File: config.mk
export PLATFORM = sky130hd
export DESIGN_NAME = ws2812_bit_encoder
export DESIGN_NICKNAME = d
export VERILOG_FILES = /design/src/rtl/ws2812_bit_encoder.sv
export SDC_FILE = /design/constraint.sdc
export NUM_CORES = 1
export LEC_CHECK = 0
export CAP_MARGIN = 20
export CORE_MARGIN = 2
export CORE_UTILIZATION = 50
export DETAILED_ROUTE_END_ITERATION = 7
export PLACE_DENSITY = 0.87
export REMOVE_ABC_BUFFERS = 1
export SETUP_SLACK_MARGIN = 0.02
export SYNTH_ARGS = -nofsm -noshare
export SYNTH_HDL_FRONTEND = slang
export SYNTH_SLANG_ARGS = --single-unit
File: constraint.sdc
create_clock -name wb_clk_i -period 2.2 [get_ports wb_clk_i]
set_input_delay 0.44 -clock wb_clk_i [delete_from_list [all_inputs] [get_ports wb_clk_i]]
set_output_delay 0.44 -clock wb_clk_i [all_outputs]
set_load 0.02 [all_outputs]
File: src/rtl/ws2812_bit_encoder.sv
// WS2812 single-wire NRZ serialiser: takes 24-bit GRB pixels over valid/ready,
// drives led_out MSB first, and holds the line low for a latch period after the last pixel.
module ws2812_bit_encoder #(
  parameter int T0H     = 16,
  parameter int T1H     = 32,
  parameter int T_BIT   = 50,
  parameter int T_RESET = 2000,
  parameter int CNT_W   = 11
) (
  input  logic        wb_clk_i,
  input  logic        wb_rst_i,
  input  logic [23:0] pixel_data,
  input  logic        pixel_valid,
  input  logic        pixel_last,
  output logic        pixel_ready,
  output logic        led_out,
  output logic        busy,
  output logic        underrun
);

  typedef enum logic [1:0] {
    IDLE       = 2'd0,
    SHIFT_HIGH = 2'd1,
    SHIFT_LOW  = 2'd2,
    LATCH      = 2'd3
  } state_t;

  state_t           state_r;
  logic [CNT_W-1:0] cnt_r;
  logic [4:0]       bit_idx_r;
  logic [23:0]      shift_r;
  logic             last_r;
  logic             led_r;
  logic             busy_r;
  logic             underrun_r;

  logic [CNT_W-1:0] high_time_s;
  logic             bit_end_s;
  logic             pixel_end_s;
  logic             xfer_s;

  // Bit timing decode and handshake; cnt_r is the index of the current cycle within the bit.
  always_comb begin
    high_time_s = shift_r[23] ? CNT_W'(T1H) : CNT_W'(T0H);
    bit_end_s   = (state_r == SHIFT_LOW) && (cnt_r == CNT_W'(T_BIT - 1));
    pixel_end_s = bit_end_s && (bit_idx_r == 5'd0);
    pixel_ready = (state_r == IDLE) || (pixel_end_s && !last_r);
    xfer_s      = pixel_valid && pixel_ready;
  end

  // Main sequencer; led_out is registered alongside the state so it is high exactly in SHIFT_HIGH.
  always_ff @(posedge wb_clk_i) begin
    if (wb_rst_i) begin
      state_r    <= IDLE;
      cnt_r      <= {CNT_W{1'b0}};
      bit_idx_r  <= 5'd23;
      shift_r    <= 24'd0;
      last_r     <= 1'b0;
      led_r      <= 1'b0;
      busy_r     <= 1'b0;
      underrun_r <= 1'b0;
    end else begin
      underrun_r <= 1'b0;
      if (xfer_s) begin
        // Accept from IDLE, or gaplessly at the end of a non-last pixel.
        state_r   <= SHIFT_HIGH;
        cnt_r     <= {CNT_W{1'b0}};
        bit_idx_r <= 5'd23;
        shift_r   <= pixel_data;
        last_r    <= pixel_last;
        led_r     <= 1'b1;
        busy_r    <= 1'b1;
      end else begin
        case (state_r)
          IDLE: begin
            led_r  <= 1'b0;
            busy_r <= 1'b0;
          end
          SHIFT_HIGH: begin
            cnt_r <= cnt_r + CNT_W'(1);
            if ((cnt_r + CNT_W'(1)) == high_time_s) begin
              state_r <= SHIFT_LOW;
              led_r   <= 1'b0;
            end
          end
          SHIFT_LOW: begin
            if (!bit_end_s) begin
              cnt_r <= cnt_r + CNT_W'(1);
            end else if (bit_idx_r != 5'd0) begin
              state_r   <= SHIFT_HIGH;
              cnt_r     <= {CNT_W{1'b0}};
              bit_idx_r <= bit_idx_r - 5'd1;
              shift_r   <= {shift_r[22:0], 1'b0};
              led_r     <= 1'b1;
            end else if (last_r) begin
              state_r <= LATCH;
              cnt_r   <= {CNT_W{1'b0}};
            end else begin
              state_r    <= IDLE;
              cnt_r      <= {CNT_W{1'b0}};
              busy_r     <= 1'b0;
              underrun_r <= 1'b1;
            end
          end
          LATCH: begin
            if (cnt_r == CNT_W'(T_RESET - 1)) begin
              state_r <= IDLE;
              cnt_r   <= {CNT_W{1'b0}};
              busy_r  <= 1'b0;
            end else begin
              cnt_r <= cnt_r + CNT_W'(1);
            end
          end
          default: begin
            state_r <= IDLE;
            cnt_r   <= {CNT_W{1'b0}};
            led_r   <= 1'b0;
            busy_r  <= 1'b0;
          end
        endcase
      end
    end
  end

  assign led_out  = led_r;
  assign busy     = busy_r;
  assign underrun = underrun_r;

endmodule

## After elaboration in Yosys (flattened, before gate mapping)

Index checks and enable logic that the tools add are counted.
Widths: inputs -> output; s select.

- Bitwise operators: 2
- Add/subtract/negate cells: 2
- Reductions and logical operators: 24
- Multiplexer cells: 27
- Equal/unequal tests: 15

Operator list:

| cell | count |
|---|---|
| $mux 24 | 4 |
| $pmux 11 s3 | 1 |
| $mux 11 | 2 |
| $ne 3x3->1 const B | 5 |
| $reduce_and 4->1 | 3 |
| $reduce_bool 4->1 | 3 |
| $add 11x1->11 const B | 1 |
| $eq 11x11->1 const B | 1 |
| $eq 11x6->1 | 1 |
| $eq 11x6->1 const B | 1 |
| $mux 1 | 11 |
| $mux 2 | 5 |
| $mux 6 | 1 |
| $ne 2x2->1 const B | 3 |
| $pmux 1 s3 | 2 |
| $pmux 2 s3 | 1 |
| $reduce_and 3->1 | 2 |
| $reduce_bool 2->1 | 3 |
| $logic_not 5->1 | 1 |
| $reduce_and 5->1 | 1 |
| $reduce_bool 5->1 | 1 |
| $reduce_or 5->1 | 1 |
| $sub 5x1->5 const B | 1 |
| $eq 2x2->1 const B | 2 |
| other kinds (9) | 13 |

- Output and inout bits: 4
- Input port bits: 28
- Register bits after elaboration: 46

## Logic depth before layout (Yosys ltp)

- Depth in word-level cells: 8
- Gate-level depth with buffers: 10
- Depth with buffers taken out: 9

## Worst setup path before layout

No wires, ideal clock.

- Kind: reg-to-reg
- Start point: register cnt_r[0]
- End point: register led_r (netlist: led_out)
- Arrival: 2130 ps
- Path buffers: 1
- Slack: -51 ps
- Cell stages (with the launch flop): 10
- Cell sequence: dfxtp_1 > ha_1 > buf_2 > a21boi_0 > a22oi_1 > o311a_1 > o2bb2a_1 > o21ai_4 > a21oi_1 > o311a_1

- Word-level cells in the longest chain between the ends: 8
- Elaborated cells between the ends (all ways): 14

RTL lines:

| what | line | source |
|---|---|---|
| from (decl) | 29 | `logic [CNT_W-1:0] cnt_r;` |
| from (signal assigned) | 55 | `cnt_r <= {CNT_W{1'b0}};` |
| from (signal assigned) | 67 | `cnt_r <= {CNT_W{1'b0}};` |
| from (signal assigned) | 80 | `cnt_r <= cnt_r + CNT_W'(1);` |
| branches (longest 8 deep; another with $add 11x1->11) | -- |  |
| to (signal assigned) | 59 | `led_r <= 1'b0;` |
| to (signal assigned) | 71 | `led_r <= 1'b1;` |
| to (signal assigned) | 76 | `led_r <= 1'b0;` |
| to (decl) | 33 | `logic led_r;` |

Several ways; the timed one is not identified.
A chain may end at the register's enable or synchronous reset.

## Final worst setup path

- Start point: register bit_idx_r[0]
- End point: output port pixel_ready

- Word-level cells in the longest chain between the ends: 4

RTL lines:

| what | line | source |
|---|---|---|
| from (decl) | 30 | `logic [4:0] bit_idx_r;` |
| from (signal assigned) | 92 | `bit_idx_r <= bit_idx_r - 5'd1;` |
| $logic_not 5->1 | 46 | `pixel_end_s = bit_end_s && (bit_idx_r == 5'd0);` |
| $logic_and 1x1->1 | 46 |  |
| $logic_and 1x1->1 | 47 | `pixel_ready = (state_r == IDLE) \|\| (pixel_end_s && !last_r);` |
| $logic_or 1x1->1 | 47 |  |
| to (decl) | 15 | `output logic pixel_ready,` |

Every way passes these cells.

==> run summary <==
Status -> finished with violations
Violations in the final reports -> negative setup slack
Summed area of non-filler cells in the final layout -> 3590 um^2
Gpl congestion -> 0.940
Vias/cell -> 5.82
Maximum Capacitance Violations -> 0
Cell type of the slowest stage on the worst timing path -> sky130_fd_sc_hd__or4b_4
Final count of hold timing violations -> 0
Portion of netlist area occupied by mux cells -> 9.22%
Number of cells in the finished layout apart from fillers -> 435
Number of buffers on the longest clock path -> 2
Setup violations, final -> 1
Floorplan die width -> 76.2 um
Top cell type's share of synthesized area -> 35.3%
Fill cell count -> 366
Hold-fix buffers at CTS -> 0
Main combinational cell family by area after synthesis -> compound AO/OA/AOI/OAI gates
Time the worst path needs with I/O delays and setup -> 2.20 ns
CTS clk-pin slew, worst paths -> 0.09 ns
Synth Flop Type -> sky130_fd_sc_hd__dfxtp_1
Number of port buffers -> 31
Core occupancy in the finished layout -> 70.7%
H-tree Lvls -> 2
Final layout net count -> 400
Crit path cell chain -> inv_2 > ha_4 > or4b_4 > nor2_4 > a31o_4 > buf_6
Synth-to-layout area growth -> 37.7%
Number of top-level pins -> 32
Synth warn -> 0
Die Outline Area -> 5810 um^2
Category of the critical setup timing path -> flop to primary output
CTS tree -> built
Average wire length per cell after detail routing -> 15.6 um
Post-synthesis cell type count -> 60
F_max -> 454 MHz
Cell at the root of the clock tree -> sky130_fd_sc_hd__clkbuf_8
Tcrit/Tclk final -> 100%
Vias in the first global route -> 2314
Total cell area at the placement stage -> 3220 um^2
Synth Area in Compound Gates -> 22.9%
Skew-Pair Late Insertion Delay -> 0.31 ns
Area share of fa/ha/maj cells after synthesis -> 3.84%
Top area cells in the synthesized netlist -> sky130_fd_sc_hd__dfxtp_1 (35%), sky130_fd_sc_hd__mux2i_1 (9.2%), sky130_fd_sc_hd__a211oi_1 (6.9%), sky130_fd_sc_hd__nor2_1 (6.3%), sky130_fd_sc_hd__ha_1 (3.8%)
Global route total overflow -> 0
Number of vias in the routed layout -> 2531
Iteration-0 DRC count of the detailed router -> 154
Power density relative to cell area -> 966 nW/um^2
Pre-CTS WS -> -0.150 ns
Final Max Tran Viols -> 0
Leading area contributor after synthesis -> sky130_fd_sc_hd__dfxtp_1
Total CTS buffers -> 5
Post-synthesis instance area -> 2610 um^2
Number of placement rows -> 26
Remaining design rule violation count -> 0
Setup Skew -> 0.00511 ns
Simple-gate share of the synthesized area -> 19.8%
Static power due to leakage -> 1.53 nW
Mean instance size in the synthesized netlist -> 8.63 um^2
Starting density of the core -> 51.4%
Wire length of the first global-routing pass -> 10400 um
Setup slack of the critical path after layout -> -0.00421 ns
Slew at the pin closest to its max-slew limit -> 0.421 ns
Fraction of layout cells with a size suffix above 1 -> 29.0%
Number of antenna violations at the first check in global routing -> 0
Worst slew margin -> 71.6%
Peak supply drop -> 0.700 mV
Post-detailed-route count of antenna-violating nets -> 0
Count of flip-flops with a built-in enable after synthesis -> 0
Drt first pass iters -> 4
Top cell family by delay on the critical path -> simple AND/OR/NAND/NOR gates
CP arrival -> 1.76 ns
RSZ-0062 raised after global routing -> true
Core footprint -> 5070 um^2
Most instantiated cells after synthesis -> sky130_fd_sc_hd__dfxtp_1 (46), sky130_fd_sc_hd__nor2_1 (44), sky130_fd_sc_hd__a211oi_1 (24), sky130_fd_sc_hd__mux2i_1 (24), sky130_fd_sc_hd__nand2_1 (21)
Data required time at the worst endpoint -> 1.76 ns
Hold Crit Class -> flop to flop
Maximum number of pins on one net before global-route repair -> 29
XOR/XNOR share of the synthesized area -> 1.34%
Sequential share of the synthesized area -> 35.3%
Placed Cells incl. Taps -> 424
Overall track demand over capacity in global routing -> 21.6%
Die height -> 76.2 um
Clk sink count -> 46
Number of buffers and inverters on the critical path -> 2
Max Fanout on Critical Path -> 2
Routed Wire Length -> 6790 um
Startpoint type of the worst setup path -> flop
Synthesized instance count -> 302
Hpwl dp -> 4460 um
Register bit total from synthesis -> 46
Diodes inserted -> 0
Most used standard cell by instance count after synthesis -> sky130_fd_sc_hd__dfxtp_1
Final hold slack -> 0.476 ns
Worst stage delay on the critical path -> 0.49 ns
Async set or reset register ratio after synthesis -> 0%
Type of element capturing the critical path -> primary output
==> per-stage QoR <==
step	setup TNS, ns	power [mW]
finish	-0.00421	3.47
global route	-0.126	3.67
CTS	0	3.24
detailed placement	-0.830	2.55
global placement	-0.323	2.49
floorplan	-15.76	1.97
==> worst min-delay path, delay by kind of cell (launching register included) <==
family | cells | cell delay, ns
DFF | 1 | 0.32
AOI/OAI and AO/OA | 1 | 0.05
and+or+nand+nor | 1 | 0.06
==> flip-flops by register name, summed over array words and instances (netlist names) <==
name       count
underrun       1
bit_idx_r      5
busy           1
led_out        1
cnt_r         11
shift_r       24
last_r         1
state_r        2
==> where the power goes <==
part / internal (mW) / switching, mW
clock network: 0.341 / 0.315
logic: 0.790 / 0.875
registers: 1.02 / 0.131
total: 2.15 / 1.32
==> cell type report <==
class | count | area [um^2] | share of cell area, %
inverters | 8 | 30.0 | 0.837
clock inverters | 3 | 43.8 | 1.22
flip-flops and latches | 46 | 941 | 26.2
well taps | 70 | 87.6 | 2.44
repair buffers | 82 | 766 | 21.3
multi-input cells | 221 | 1650 | 46.0
clock buffers | 5 | 68.8 | 1.92
==> cell families (layout without fill, tap and decap cells) <==
kind of cell,Yosys count,in the layout
XOR/XNOR,4,4
AO/OA/AOI/OAI,81,81
multiplexers,24,24
adder cells (fa/ha/maj),8,8
AND/OR/NAND/NOR,104,104
flip-flops,46,46
buffers and inverters,35,98
==> layer usage <==
metal	global-route usage, %	routed length, um
met2	37.1	3510
met3	5.09	369
met4	6.00	121
met1	27.2	2790
met5	0	0
==> what timing repair did <==
item                       CTS  global route
pin swaps                    0             5
gates cloned                 0             1
setup endpoints to repair   14            38
buffers inserted             0             2
resized for setup           19            42
==> worst paths after layout <==
path / from / endpoint / slack [ns] / cells after the start
min: busy / busy / 0.48 / 2
max: bit_idx_r[0] / pixel_ready / -0.004 / 6
max reg2reg: bit_idx_r[0] / led_out / 0.05 / 9
min reg2reg: busy / busy / 0.48 / 2
==> cell usage in the layout, fill, tap and decap left out, types with 6 or more instances in the layout <==
master                            netlist  final
sky130_fd_sc_hd__dfxtp_2                0      7
sky130_fd_sc_hd__a21oi_1               17     16
sky130_fd_sc_hd__clkdlybuf4s50_1        0     30
sky130_fd_sc_hd__buf_4                  6     45
sky130_fd_sc_hd__nor2_1                44     43
sky130_fd_sc_hd__ha_1                   8      6
sky130_fd_sc_hd__dfxtp_1               46     36
sky130_fd_sc_hd__nand2_1               21     20
sky130_fd_sc_hd__a211oi_1              24     23
sky130_fd_sc_hd__inv_1                  8      6
sky130_fd_sc_hd__mux2i_1               24     24
Power figures use the tool's default switching activity.
